## src/rtl/spi_cmd_rx_pkg.sv

```systemverilog
// Shared constants and state encoding for the SPI command receive path.
// The framing bytes are also used by the readout frame builder.
`timescale 1ns/1ps
package spi_cmd_rx_pkg;

    localparam int          CMD_ADDR_W  = 8;
    localparam int          CMD_DATA_W  = 16;
    localparam logic [7:0]  FRAME_START = 8'h7E;
    localparam logic [7:0]  FRAME_END   = 8'h7D;
    localparam int          CNT_W       = 6;

    typedef enum logic [1:0] {
        ST_IDLE  = 2'd0,
        ST_SHIFT = 2'd1,
        ST_CHECK = 2'd2
    } state_t;

endpackage

```

## src/rtl/spi_cmd_rx_sync_edge.sv

```systemverilog
// N-stage synchronizer for one asynchronous pin, with a rising-edge flag.
// Reused by the readout SPI path and the trigger input path.
`timescale 1ns/1ps
module sync_edge #(
    parameter int   STAGES  = 2,
    parameter logic RST_VAL = 1'b0
) (
    input  logic clk,
    input  logic rst_n,
    input  logic d_async,
    output logic level,
    output logic rise
);

    logic [STAGES-1:0] sync_q;
    logic [STAGES-1:0] sync_d;
    logic              prev_q;
    logic              prev_d;

    // Next values of the synchronizer chain and the edge-history flop
    always_comb begin
        sync_d = {sync_q[STAGES-2:0], d_async};
        prev_d = sync_q[STAGES-1];
    end

    // Synchronizer chain and history flop, cleared to the pin's idle level
    always_ff @(posedge clk or negedge rst_n) begin
        if (!rst_n) begin
            sync_q <= {STAGES{RST_VAL}};
            prev_q <= RST_VAL;
        end else begin
            sync_q <= sync_d;
            prev_q <= prev_d;
        end
    end

    assign level = sync_q[STAGES-1];
    assign rise  = sync_q[STAGES-1] & ~prev_q;

endmodule

```

## src/rtl/spi_cmd_rx.sv

```systemverilog
// SPI slave command receiver: oversamples mode-0 SPI pins and deframes
// one 5-byte register-write command per chip-select window.
`timescale 1ns/1ps
module spi_cmd_rx
    import spi_cmd_rx_pkg::*;
#(
    parameter int         ADDR_W      = CMD_ADDR_W,
    parameter int         DATA_W      = CMD_DATA_W,
    parameter logic [7:0] START_BYTE  = FRAME_START,
    parameter logic [7:0] END_BYTE    = FRAME_END,
    parameter int         SYNC_STAGES = 2
) (
    input  logic              sampling_clk,
    input  logic              reset,
    input  logic              clk_async,
    input  logic              cs_async,
    input  logic              si_async,
    output logic              wr_en,
    output logic [ADDR_W-1:0] wr_addr,
    output logic [DATA_W-1:0] wr_data,
    output logic              frame_err,
    output logic              busy
);

    localparam int               FRAME_BITS = 16 + ADDR_W + DATA_W;
    localparam logic [CNT_W-1:0] CNT_FULL   = CNT_W'(FRAME_BITS);
    localparam logic [CNT_W-1:0] CNT_SAT    = CNT_W'(FRAME_BITS + 1);

    logic sclk_rise_s, sclk_level_unused_s;
    logic cs_s, cs_rise_unused_s;
    logic si_s, si_rise_unused_s;

    sync_edge #(.STAGES(SYNC_STAGES), .RST_VAL(1'b0)) u_sync_clk (
        .clk(sampling_clk), .rst_n(reset), .d_async(clk_async),
        .level(sclk_level_unused_s), .rise(sclk_rise_s)
    );
    sync_edge #(.STAGES(SYNC_STAGES), .RST_VAL(1'b1)) u_sync_cs (
        .clk(sampling_clk), .rst_n(reset), .d_async(cs_async),
        .level(cs_s), .rise(cs_rise_unused_s)
    );
    sync_edge #(.STAGES(SYNC_STAGES), .RST_VAL(1'b0)) u_sync_si (
        .clk(sampling_clk), .rst_n(reset), .d_async(si_async),
        .level(si_s), .rise(si_rise_unused_s)
    );

    state_t                  state_q, state_d;
    logic [CNT_W-1:0]        cnt_q, cnt_d;
    logic [FRAME_BITS-1:0]   shreg_q, shreg_d;
    logic                    wr_en_q, wr_en_d;
    logic                    frame_err_q, frame_err_d;
    logic                    busy_q, busy_d;
    logic [ADDR_W-1:0]       wr_addr_q, wr_addr_d;
    logic [DATA_W-1:0]       wr_data_q, wr_data_d;
    logic                    frame_ok_s;

    assign frame_ok_s = (cnt_q == CNT_FULL)
                      && (shreg_q[FRAME_BITS-1 -: 8] == START_BYTE)
                      && (shreg_q[7:0] == END_BYTE);

    // State register
    always_ff @(posedge sampling_clk or negedge reset) begin
        if (!reset) begin
            state_q <= ST_IDLE;
        end else begin
            state_q <= state_d;
        end
    end

    // Next-state logic: chip select alone drives the frame boundaries
    always_comb begin
        state_d = state_q;
        case (state_q)
            ST_IDLE:  if (!cs_s) state_d = ST_SHIFT; else state_d = ST_IDLE;
            ST_SHIFT: if (cs_s)  state_d = ST_CHECK; else state_d = ST_SHIFT;
            ST_CHECK: state_d = ST_IDLE;
            default:  state_d = ST_IDLE;
        endcase
    end

    // Datapath and output logic; a clock edge coincident with cs rising is dropped
    always_comb begin
        cnt_d       = cnt_q;
        shreg_d     = shreg_q;
        wr_en_d     = 1'b0;
        frame_err_d = 1'b0;
        wr_addr_d   = wr_addr_q;
        wr_data_d   = wr_data_q;
        busy_d      = (state_d == ST_SHIFT);
        case (state_q)
            ST_IDLE: begin
                if (!cs_s) begin
                    cnt_d   = '0;
                    shreg_d = '0;
                end else begin
                    cnt_d   = cnt_q;
                end
            end
            ST_SHIFT: begin
                if (!cs_s && sclk_rise_s) begin
                    shreg_d = {shreg_q[FRAME_BITS-2:0], si_s};
                    cnt_d   = (cnt_q == CNT_SAT) ? cnt_q : cnt_q + 6'd1;
                end else begin
                    cnt_d   = cnt_q;
                end
            end
            ST_CHECK: begin
                if (cnt_q == 6'd0) begin
                    wr_en_d     = 1'b0;
                end else if (frame_ok_s) begin
                    wr_en_d     = 1'b1;
                    wr_addr_d   = shreg_q[FRAME_BITS-9 -: ADDR_W];
                    wr_data_d   = shreg_q[8 +: DATA_W];
                end else begin
                    frame_err_d = 1'b1;
                end
            end
            default: begin
                cnt_d   = '0;
                shreg_d = '0;
            end
        endcase
    end

    // Datapath and output registers
    always_ff @(posedge sampling_clk or negedge reset) begin
        if (!reset) begin
            cnt_q       <= '0;
            shreg_q     <= '0;
            wr_en_q     <= 1'b0;
            frame_err_q <= 1'b0;
            busy_q      <= 1'b0;
            wr_addr_q   <= '0;
            wr_data_q   <= '0;
        end else begin
            cnt_q       <= cnt_d;
            shreg_q     <= shreg_d;
            wr_en_q     <= wr_en_d;
            frame_err_q <= frame_err_d;
            busy_q      <= busy_d;
            wr_addr_q   <= wr_addr_d;
            wr_data_q   <= wr_data_d;
        end
    end

    assign wr_en     = wr_en_q;
    assign frame_err = frame_err_q;
    assign busy      = busy_q;
    assign wr_addr   = wr_addr_q;
    assign wr_data   = wr_data_q;

endmodule

```

## config.mk

```make
export PLATFORM = sky130hd
export DESIGN_NAME = spi_cmd_rx
export DESIGN_NICKNAME = d
export VERILOG_FILES = /design/src/rtl/spi_cmd_rx_pkg.sv /design/src/rtl/spi_cmd_rx_sync_edge.sv /design/src/rtl/spi_cmd_rx.sv
export SDC_FILE = /design/constraint.sdc
export NUM_CORES = 1
export LEC_CHECK = 0
export ABC_AREA = 0
export BUFFER_PORTS_ARGS = -buffer_cell sky130_fd_sc_hd__buf_2
export CAP_MARGIN = 20
export CORE_AREA = 2 2 90 92
export CTS_BUF_LIST = sky130_fd_sc_hd__clkbuf_4 sky130_fd_sc_hd__clkbuf_8
export DETAILED_ROUTE_END_ITERATION = 10
export DIE_AREA = 0 0 92 94
export PLACE_DENSITY = 0.68
export SLEW_MARGIN = 20
export SYNTH_ARGS = -nofsm -noshare
export SYNTH_HDL_FRONTEND = slang
export SYNTH_SLANG_ARGS = --single-unit
```

## constraint.sdc

```tcl
create_clock -name sampling_clk -period 4.8 [get_ports sampling_clk]
set_input_delay 0.48 -clock sampling_clk [delete_from_list [all_inputs] [get_ports sampling_clk]]
set_output_delay 0.48 -clock sampling_clk [all_outputs]
set_load 0.03 [all_outputs]
```

==> results.cfg <==
[outcome]
outcome = complete, no violations

[global_routing]
grt_max_degree = 90
antenna_found_initial = 0
track_usage_pct = 14.1
grt_pass1_vias = 2084
gr-total-overflow = 0
grt_pass1_wl_um = 9720

[route]
vias = 2131
drc = 0
first_iter_violations = 97
drt_first_pass_iters = 4
wl_um = 5470
vias_per_cell = 4.94
ant_nets = 0
highest_layer = met4
wl_met2_um = 2630
wl_met3_um = 203
wl_per_cell_um = 12.7
wl_met1_um = 2580

[critical_path]
cpMaxStageDelayCell = or4_4
timing.rr.end = wr_addr[2]
critPathCaptureType = flip-flop
crit_required_ns = 5.03
r2r_slack_ns = 2.49
critPathMaxStageDelay_ns = 0.79
critPathMaxFanout = 24
critical_path.startpoint_type = flip-flop
cp_cell_sequence = inv_1, ha_1, and3b_1, nand4_2, or4_4, mux2_4
crit-reg2reg-launch = cnt_q[0]
rr_worst_depth = 6
arrival_ns = 2.53
worstSetupPathType = reg2reg

[power_and_ir_drop]
total_power_mw = 1.24
p_leak_nw = 1.82
power_density_nw_per_um2 = 330
peakVddDrop_uv = 126

[logic_synthesis]
yosys_most_used_dff = dfrtp_1
synth.avg_cell_area_um2 = 11.4
ys_ff_latch = 82
async_flop_share_pct = 100
synthCells = 298
ys_warn_count = 0
syn-num-nets = 306
synth-seq-area-share_pct = 60.7
synth_area_um2 = 3390
ys_types = 39
synth_edf_count = 0

[place]
place.gp.congestion = 0.775
pre_cts_ws_ns = 2.49
dp.cells = 415
hpwl_um = 3480
io_buffers = 31

[floorplan]
ios = 32
die_w_um = 92
start_util_pct = 44.5
core_um2 = 7610
die_area_um2 = 8650
chipHeight_um = 94
std_cell_rows = 32

[clock_network]
cts_root_buf = clkbuf_8
h-tree-depth = 3
cts_tree = built
clock_latency_ns = 0.34
post_cts.repair.setup_buffers = 0
clk_pin_slew_ns = 0.08
clock_sinks = 82
clock_path_buffers = 2
cts_made_buffers = 9
postCtsResizedCells = 0
cts-hold-fix-buffers = 0

[sta]
finalClockSkew_ns = 0.00992
relSlewSlack_pct = 46.5
slew_viol_final = 0
worstMarginPinSlew_ns = 0.799
rsz0062_at_grt = no
timing.final.crit_period_ns = 2.31
min_period_over_period_pct = 48.1
setup-violations-final = 0
finalWorstSetupSlack_ns = 2.49
final_hold_viol_count = 0
fin_tns_setup_ns = 0
fmaxAchievable_mhz = 434

[final_layout]
fin_nets = 332
utilization_pct = 49.6
diodes = 0
drive_gt1_share_pct = 24.9
area_delta_synth_final_pct = 11.3
final_cells = 431

[worst_hold_path]
hp-class = in2async

[run]
cap_violations = 0
[layout make-up]
type                    count  area (µm²)
flip-flops and latches     82        2050
clock buffers               9         124
fillers                   695        3840
multi-input cells         194        1210
well taps                 102         128
clock inverters             7        61.3
inverters                   4        15.0
repair buffers             33         176
[power by group]
group / switching [mW] / total (mW) / internal (mW) / leakage, nW
combinational: 0.0570 / 0.0740 / 0.0170 / 0.615
clock: 0.262 / 0.458 / 0.197 / 0.0884
sequential: 0.00947 / 0.712 / 0.702 / 1.12
[worst max path at each step]
stage,from,end,cells past startpoint
6_report,cnt_q[0],wr_addr[2],6
5_1_grt,cnt_q[0],wr_addr[2],6
3_5_place_dp,cnt_q[0],wr_addr[2],6
3_3_place_gp,cnt_q[0],wr_data[8],6
2_1_floorplan,cnt_q[0],wr_addr[0],8
4_1_cts,cnt_q[0],wr_addr[2],6
[Yosys cell counts (3+ instances only)]
library cell,n,share of area [%]
inv_1,4,0.44
ha_1,3,1.1
nand2_1,84,9.3
dfrtp_1,80,59
a21boi_0,3,0.66
o21ai_0,41,6.1
clkbuf_1,15,1.7
mux2_2,4,1.3
nor2_1,6,0.66
nand2b_1,3,0.55
mux2_4,20,8.9
[cell families (layout without fill, tap and decap cells)]
group                    Yosys count  in the layout  synth area share, %
adder cells (fa/ha/maj)            3              3                 1.11
buffers and inverters             22             53                 3.62
flip-flops                        82             82                 60.7
AND/OR/NAND/NOR                  113            113                 15.2
AO/OA/AOI/OAI                     53             53                 8.94
multiplexers                      25             25                 10.5
[state kept, by name (all words and copies together) (netlist names), 2 cells and up]
signal             cells
u_sync_clk.sync_q      2
state_q                2
shreg_q               40
u_sync_si.sync_q       2
wr_data               16
cnt_q                  6
u_sync_cs.sync_q       2
wr_addr                8
[layout by cell type (no fill, tap or decap), drive strengths merged, types with 4 or more instances in the layout]
cell,count
or4,4
buf,33
o21ai,41
inv,7
nand2,84
nor2,6
mux2,24
dfrtp,80
clkbuf,9
[metrics by stage]
step	hold WS (ns)	instance area, µm²
5_1_grt	0.214	3770
3_5_place_dp	0.336	3580
4_1_cts	0.214	3770
3_3_place_gp	0.334	3580
2_1_floorplan	0.184	3390
6_report	0.164	3770
[metal layers]
layer / GRT usage, % / vias to the layer above
li1: - / 1057
met4: 4.85 / 0
met3: 3.05 / 7
met1: 19.6 / 1028
met2: 21.9 / 39
met5: 0 / -
[worst max-delay path: cells and delay by family (launching register included)]
kind / cells / cell delay (ns)
simple gates: 3 / 1.09
flops: 1 / 0.44
mux: 1 / 0.38
fa+ha+maj: 1 / 0.18
buf+inv: 1 / 0.10
No activity file was read; power rests on OpenSTA's default activity.
